<file path="src/rtl/memory_arbiter.sv">
// memory_arbiter: shares one memory port between an instruction-side and a
// data-side master. One transaction is outstanding at a time. Contention is
// resolved either by fixed data-side priority or by alternating grants. The
// port that was just served is ignored for one idle cycle so that the other
// port gets a chance to be granted.
module memory_arbiter #(
  parameter bit ROUND_ROBIN = 1'b1
) (
  input  logic        clk,
  input  logic        reset,
  input  logic        i_read_request,
  input  logic        i_write_request,
  input  logic [31:0] i_addr,
  input  logic [31:0] i_write_data,
  output logic        i_response,
  output logic [31:0] i_read_data,
  input  logic        d_read_request,
  input  logic        d_write_request,
  input  logic [31:0] d_addr,
  input  logic [31:0] d_write_data,
  output logic        d_response,
  output logic [31:0] d_read_data,
  output logic        memory_read_request,
  output logic        memory_write_request,
  output logic [31:0] memory_addr,
  output logic [31:0] memory_write_data,
  input  logic        memory_response,
  input  logic [31:0] memory_read_data
);

  typedef enum logic [1:0] {IDLE, BUSY_I, BUSY_D, DONE} state_t;

  state_t      r_state;
  logic        r_sel_d;        // port owning the current transaction (1 = D)
  logic        r_last_d;       // last granted port, 0 after reset so D wins first
  logic        r_mask_i;
  logic        r_mask_d;
  logic        r_is_write;
  logic [31:0] r_addr;
  logic [31:0] r_wdata;
  logic        r_mem_rd;
  logic        r_mem_wr;
  logic        r_i_response;
  logic        r_d_response;
  logic [31:0] r_i_read_data;
  logic [31:0] r_d_read_data;

  logic        w_i_req;
  logic        w_d_req;
  logic        w_grant_d;
  logic        w_grant_i;
  logic        w_op_write;

  // A port only counts as requesting when it is not masked after being served.
  assign w_i_req = (i_read_request | i_write_request) & ~r_mask_i;
  assign w_d_req = (d_read_request | d_write_request) & ~r_mask_d;

  // D wins when alone, always under fixed priority, or when I was granted last.
  assign w_grant_d = w_d_req & (~w_i_req | (ROUND_ROBIN == 1'b0) | ~r_last_d);
  assign w_grant_i = w_i_req & ~w_grant_d;

  // Write takes precedence over read when a master raises both.
  assign w_op_write = w_grant_d ? d_write_request : i_write_request;

  assign memory_read_request  = r_mem_rd;
  assign memory_write_request = r_mem_wr;
  assign memory_addr          = r_addr;
  assign memory_write_data    = r_wdata;
  assign i_response           = r_i_response;
  assign i_read_data          = r_i_read_data;
  assign d_response           = r_d_response;
  assign d_read_data          = r_d_read_data;

  // Arbitration FSM with registered memory-side and port-side outputs.
  always_ff @(posedge clk) begin
    if (!reset) begin
      r_state       <= IDLE;
      r_sel_d       <= 1'b0;
      r_last_d      <= 1'b0;
      r_mask_i      <= 1'b0;
      r_mask_d      <= 1'b0;
      r_is_write    <= 1'b0;
      r_addr        <= '0;
      r_wdata       <= '0;
      r_mem_rd      <= 1'b0;
      r_mem_wr      <= 1'b0;
      r_i_response  <= 1'b0;
      r_d_response  <= 1'b0;
      r_i_read_data <= '0;
      r_d_read_data <= '0;
    end else begin
      case (r_state)
        IDLE: begin
          // The mask only lives for the single idle cycle after DONE.
          r_mask_i <= 1'b0;
          r_mask_d <= 1'b0;
          if (w_grant_d || w_grant_i) begin
            r_sel_d    <= w_grant_d;
            r_last_d   <= w_grant_d;
            r_addr     <= w_grant_d ? d_addr : i_addr;
            r_wdata    <= w_grant_d ? d_write_data : i_write_data;
            r_is_write <= w_op_write;
            r_mem_rd   <= ~w_op_write;
            r_mem_wr   <= w_op_write;
            r_state    <= w_grant_d ? BUSY_D : BUSY_I;
          end
        end
        BUSY_I, BUSY_D: begin
          if (memory_response) begin
            r_mem_rd      <= 1'b0;
            r_mem_wr      <= 1'b0;
            r_i_response  <= ~r_sel_d;
            r_d_response  <= r_sel_d;
            r_i_read_data <= (r_sel_d || r_is_write) ? '0 : memory_read_data;
            r_d_read_data <= (!r_sel_d || r_is_write) ? '0 : memory_read_data;
            r_state       <= DONE;
          end
        end
        DONE: begin
          r_i_response  <= 1'b0;
          r_d_response  <= 1'b0;
          r_i_read_data <= '0;
          r_d_read_data <= '0;
          r_mask_d      <= r_sel_d;
          r_mask_i      <= ~r_sel_d;
          r_state       <= IDLE;
        end
        default: r_state <= IDLE;
      endcase
    end
  end

endmodule

</file>
<file path="config.mk">
export PLATFORM = sky130hd
export DESIGN_NAME = memory_arbiter
export DESIGN_NICKNAME = d
export VERILOG_FILES = /design/src/rtl/memory_arbiter.sv
export SDC_FILE = /design/constraint.sdc
export NUM_CORES = 1
export LEC_CHECK = 0
export CORE_ASPECT_RATIO = 1.1
export CORE_MARGIN = 1
export CORE_UTILIZATION = 40
export DETAILED_ROUTE_END_ITERATION = 12
export PLACE_DENSITY = 0.8
export SLEW_MARGIN = 20
export SYNTH_ARGS = -nofsm -noshare
export SYNTH_HDL_FRONTEND = slang
export SYNTH_SLANG_ARGS = --single-unit
</file>
<file path="constraint.sdc">
create_clock -name clk -period 1.9 [get_ports clk]
set_input_delay 0.38 -clock clk [delete_from_list [all_inputs] [get_ports clk]]
set_output_delay 0.38 -clock clk [all_outputs]
set_load 0.01 [all_outputs]
</file>
# ---- Word-level counts from Yosys, hierarchy flattened
# Cells that the tools add are included.
# W data, S select, Z words.
dict set report op_classes {
  eq_ne 5
  mux 24
  n_bitwise 13
  n_reduce_logical 13
}
# op count
set ops {}
lappend ops {{$mux W32} 6}
lappend ops {{$pmux W32 S2} 2}
lappend ops {{$pmux W1 S2} 6}
lappend ops {{$mux W1} 6}
lappend ops {{$mux W2} 3}
lappend ops {{$not A1 Y1} 6}
lappend ops {{$pmux W2 S3} 1}
lappend ops {{$reduce_and A2 Y1} 3}
lappend ops {{$reduce_bool A2 Y1} 3}
lappend ops {{$and A1 B1 Y1} 4}
lappend ops {{$eq A2 B2 Y1 const B} 2}
lappend ops {{$ne A2 B2 Y1 const B} 2}
lappend ops {{$logic_or A1 B1 Y1} 3}
lappend ops {{$or A1 B1 Y1} 3}
lappend ops {{$reduce_and A3 Y1} 1}
lappend ops {{$eq A2 B1 Y1 const B} 1}
lappend ops {{$logic_not A2 Y1} 1}
lappend ops {{$reduce_or A2 Y1} 1}
lappend ops {{$logic_not A1 Y1} 1}
dict set report word_totals {
  reg_bits 138
  input_bits 167
  output_inout_bits 132
  word_cells 68
}

# ---- Depth between registers and ports, before layout
dict set report logic_depth {
  word_depth 10
  mapped_depth 8
  mapped_depth_nobuf 6
}

# ---- Least setup slack after synthesis
# No wires, ideal clock.
dict set report synth_path {
  path_kind {register to register}
  from {register r_state[1]}
  to {register r_i_read_data[23] (netlist: i_read_data[23])}
  setup_time_ns 0.070
  t_arrival_ns 1.644
  required_ns 1.830
  setup_slack_ns 0.186
  stages_incl_launch_ff 9
  path_buffers 3
  path_cell_list {dfxtp_1 > inv_1 > ha_1 > buf_2 > mux2i_2 > buf_2 > buf_4 > nand2_1 > a21oi_1}
}
dict set report synth_via {
  elab_chain_len 4
  word_cells_on_any_way 8
  classes_between {4 x eq/ne; 1 x mux; 3 x reduce/logical}
}
# item line
set synth_lines {}
lappend synth_lines {{start: declaration} 33} ;# state_t r_state;
lappend synth_lines {{start signal: assignment} 105} ;# r_state <= w_grant_d ? BUSY_D : BUSY_I;
lappend synth_lines {{$eq A2 B1 Y1 or $eq A2 B2 Y1 (tied branches)} 92} ;# case (r_state)
lappend synth_lines {{$reduce_or A2 Y1} 92}
lappend synth_lines {{$ne A2 B2 Y1 (no line) or $reduce_bool A2 Y1 (tied branches)} -}
lappend synth_lines {{$reduce_and A2 Y1 (no line)} -}
lappend synth_lines {{end signal: assignment} 114} ;# r_i_read_data <= (r_sel_d || r_is_write) ? '0 : memory_read_data;
lappend synth_lines {{end: declaration} 45} ;# logic [31:0] r_i_read_data;
# Parallel ways exist; a longest one is shown, timed or not.
# A chain may end at the register's enable or synchronous reset.

# ---- Worst setup path after layout
dict set report layout_path {
  from {register r_addr[16] (netlist: memory_addr[16])}
  to {output memory_addr[16]}
}
# item line
set layout_rtl {}
lappend layout_rtl {{start: declaration} 39} ;# logic [31:0] r_addr;
lappend layout_rtl {{start signal: assignment} 100} ;# r_addr <= w_grant_d ? d_addr : i_addr;
lappend layout_rtl {{end: declaration} 25} ;# output logic [31:0] memory_addr,
# No word-level cell between the ends.

==> results.sh <==
export IMPL_r2r_cells=5
export IMPL_max_stage_delay_ns=0.65
export IMPL_end_kind="output pin"
export IMPL_critPathBufInv=1
export IMPL_placed_cells=1130
export IMPL_crit_family="buffers and inverters"
export IMPL_ys_seq_elements=138
export IMPL_post_synth_instance_area_um2=5860
export IMPL_synth_top_family_by_area="compound AO/OA/AOI/OAI gates"
export IMPL_dpl_hpwl_um=13500
export IMPL_gp_congestion=0.814
export IMPL_cellPowerDensity_nw_per_um2=1460
export IMPL_switching_share=0.350
export IMPL_power_switching_mw=5.01
export IMPL_synth_area_per_cell_um2=8.75
export IMPL_clock_latency_ns=0.42
export IMPL_cts_buffer_depth=2
export IMPL_maxCapViolations=0
export IMPL_period_share=0.947
export IMPL_synthSimpleGateAreaFrac=0.147
export IMPL_yosys_area_top_type="dfxtp_1"
export IMPL_drc=0
export IMPL_skew_ns=0.00600
export IMPL_fin_util=0.680
export IMPL_power_mw=14.3
export IMPL_netlist_instances=670
export IMPL_final_cells=1163
export IMPL_cts_sink_count=138
export IMPL_ios=299
export IMPL_status="completed"
export IMPL_critPathMaxFanout=2
export IMPL_dr_total_vias=5773
export IMPL_path_cells="clkdlybuf4s50_1"
export IMPL_hold_buffers=0
export IMPL_cts_tree="built"
export IMPL_pwr_share_seq=0.289
export IMPL_tightestPinTransition_ns=0.404
export IMPL_io_buffers=298
export IMPL_start_util=0.408
export IMPL_grt_max_degree=72
export IMPL_cp_slowest_cell="clkdlybuf4s50_1"
export IMPL_rows=46
export IMPL_synth_cell_types=36
export IMPL_drt_iter0_markers=262
export IMPL_p_leak_nw=3.65
export IMPL_grt_pass1_wl_um=29700
export IMPL_hold_path_startpoint="reset"
export IMPL_antenna_found_initial=0
export IMPL_syn_num_nets=840
export IMPL_cts_root_buffer="clkbuf_16"
export IMPL_fp_dieW_um=117
export IMPL_yosys_area_top_type_share=0.471
export IMPL_yosys_most_used_dff="dfxtp_1"
export IMPL_yosysWarnings=0
export IMPL_hold_viol=0
export IMPL_die_h_um=129
export IMPL_synthMuxAreaShare=0.115
export IMPL_cts_buffers=17
export IMPL_final_cell_mix="clkdlybuf4s50_1, dfxtp_1, a21oi_1"
export IMPL_ys_async_sr_fraction=0
export IMPL_dieArea_um2=15100
export IMPL_peakVddDrop_uv=741
export IMPL_finalCriticalPeriod_ns=1.80
export IMPL_synth_compound_area_frac=0.192
export IMPL_start_kind="flop"
export IMPL_r2r_start="r_last_d"
export IMPL_ys_seq_area_frac=0.471
export IMPL_synth_fa_ha_area_frac=0.00640
export IMPL_wl_um=19400
export IMPL_n_antenna_cell=0
export IMPL_postRouteAntennaNets=0
export IMPL_hold_path_class="input port to flop"
export IMPL_whs_path_depth=4
export IMPL_arrival_ns=1.42
export IMPL_synth_area_top_cells="dfxtp_1, a21oi_1, mux2i_1, nand3_1, o21ai_0"
export IMPL_critical_path_class="flop to output pin"
export IMPL_drive_gt1_frac=0.0752
export IMPL_p_comb_frac=0.459
export IMPL_cp_required_ns=1.52
export IMPL_fmax_mhz=556
export IMPL_via_per_inst=4.96
export IMPL_max_slew_margin_rel=0.730
export IMPL_grt_pass1_vias=5419
export IMPL_final_common_cell="clkdlybuf4s50_1"
export IMPL_path_clk_slew_ns=0.06
export IMPL_fin_nets=1128
export IMPL_pwr_share_clk=0.252
export IMPL_intPower_mw=9.30
export IMPL_overflow=0
export IMPL_wl_per_cell_um=16.7
export IMPL_grt_usage=0.253
export IMPL_area_delta_synth_final_pct=66.8
export IMPL_hold_path_endpoint="r_state[0]"
export IMPL_synth_edff_count=0
export IMPL_core_um2=14400
export IMPL_reg2reg_slack_ns=0.20
export IMPL_drv_slew=0
export IMPL_firstDrtPassIters=6
export IMPL_reg2reg_to="memory_write_data[31]"
export IMPL_setup_viol=0
export IMPL_rsz0062_at_grt="no"
export IMPL_cts_htree_levels=4
export IMPL_synth_xor_area_share=0
[cells by family (layout without fill, tap and decap cells)]
| family | Yosys count | after routing |
|---|---|---|
| compound gates | 213 | 213 |
| fa+ha+maj | 3 | 3 |
| buf+inv | 68 | 369 |
| flops | 138 | 138 |
| mux | 67 | 67 |
| simple gates | 181 | 181 |
[synthesized netlist by cell type (all sizes together) (2+ instances only)]
| library cell | number |
|---|---|
| nand3b | 2 |
| dfxtp | 138 |
| o22ai | 4 |
| nor2b | 32 |
| mux2i | 65 |
| inv | 7 |
| a21oi | 133 |
| ha | 3 |
| nand2 | 71 |
| clkbuf | 34 |
| nor2 | 7 |
| o21ai | 64 |
| a211oi | 2 |
| or3 | 2 |
| o21bai | 2 |
| mux2 | 2 |
| buf | 27 |
| nand3 | 64 |
[state kept, by name, indices dropped and copies added (netlist names), 2 cells and up]
| signal | flops |
|---|---|
| r_state | 2 |
| memory_write_data | 32 |
| d_read_data | 32 |
| memory_addr | 32 |
| i_read_data | 32 |
[worst max-delay path by stage]
stage | from | to | cells past startpoint
after global routing | memory_addr[16] | memory_addr[16] | 1
after CTS | r_state[0] | i_read_data[22] | 6
final | memory_addr[16] | memory_addr[16] | 1
after detailed placement | i_write_request | memory_addr[15] | 6
after global placement | i_write_request | memory_write_data[19] | 6
after floorplan | r_state[1] | i_read_data[23] | 8
[cell type report]
class,instances,area [um2]
Fill cell,1175,4610
Timing Repair Buffer,330,3360
Clock inverter,11,194
Inverter,7,26.3
Multi-Input combinational cell,464,2750
Sequential cell,138,2760
Tap cell,192,240
Clock buffer,21,450
[metrics by stage]
stage               worst slack (ns)  instance area, um2  hold slack (ns)  TNS [ns]
detailed placement            -0.115                9100            0.444     -3.88
global placement             -0.0920                9100            0.436     -1.21
floorplan                      0.186                5860            0.458         0
global route                  0.0593                9780            0.409         0
finish                        0.0999                9780            0.397         0
CTS                           0.0718                9750            0.356         0
[what timing repair did]
item                                    in CTS  in global routing
resized for setup                            1                  1
endpoints found under the setup margin       1                 27
setup buffers                                0                  0
cloned                                       0                  1
[power groups by stage]
stage / Sequential, mW / Clock [mW] / Combinational (mW)
CTS: 4.13 / 3.67 / 6.47
finish: 4.14 / 3.61 / 6.57
detailed placement: 4.17 / 0 / 6.42
floorplan: 4.48 / 0 / 3.04
global route: 4.23 / 3.80 / 7.12
global placement: 4.15 / 0 / 6.37
[layer usage]
metal | global-route usage | up-vias | part of all wire
li1 | - | 2926 | -
met1 | 0.292 | 2615 | 0.42
met2 | 0.422 | 203 | 0.47
met3 | 0.102 | 29 | 0.091
met4 | 0.0947 | 0 | 0.022
met5 | 0 | - | 0
No activity file was read; power rests on OpenSTA's default activity.
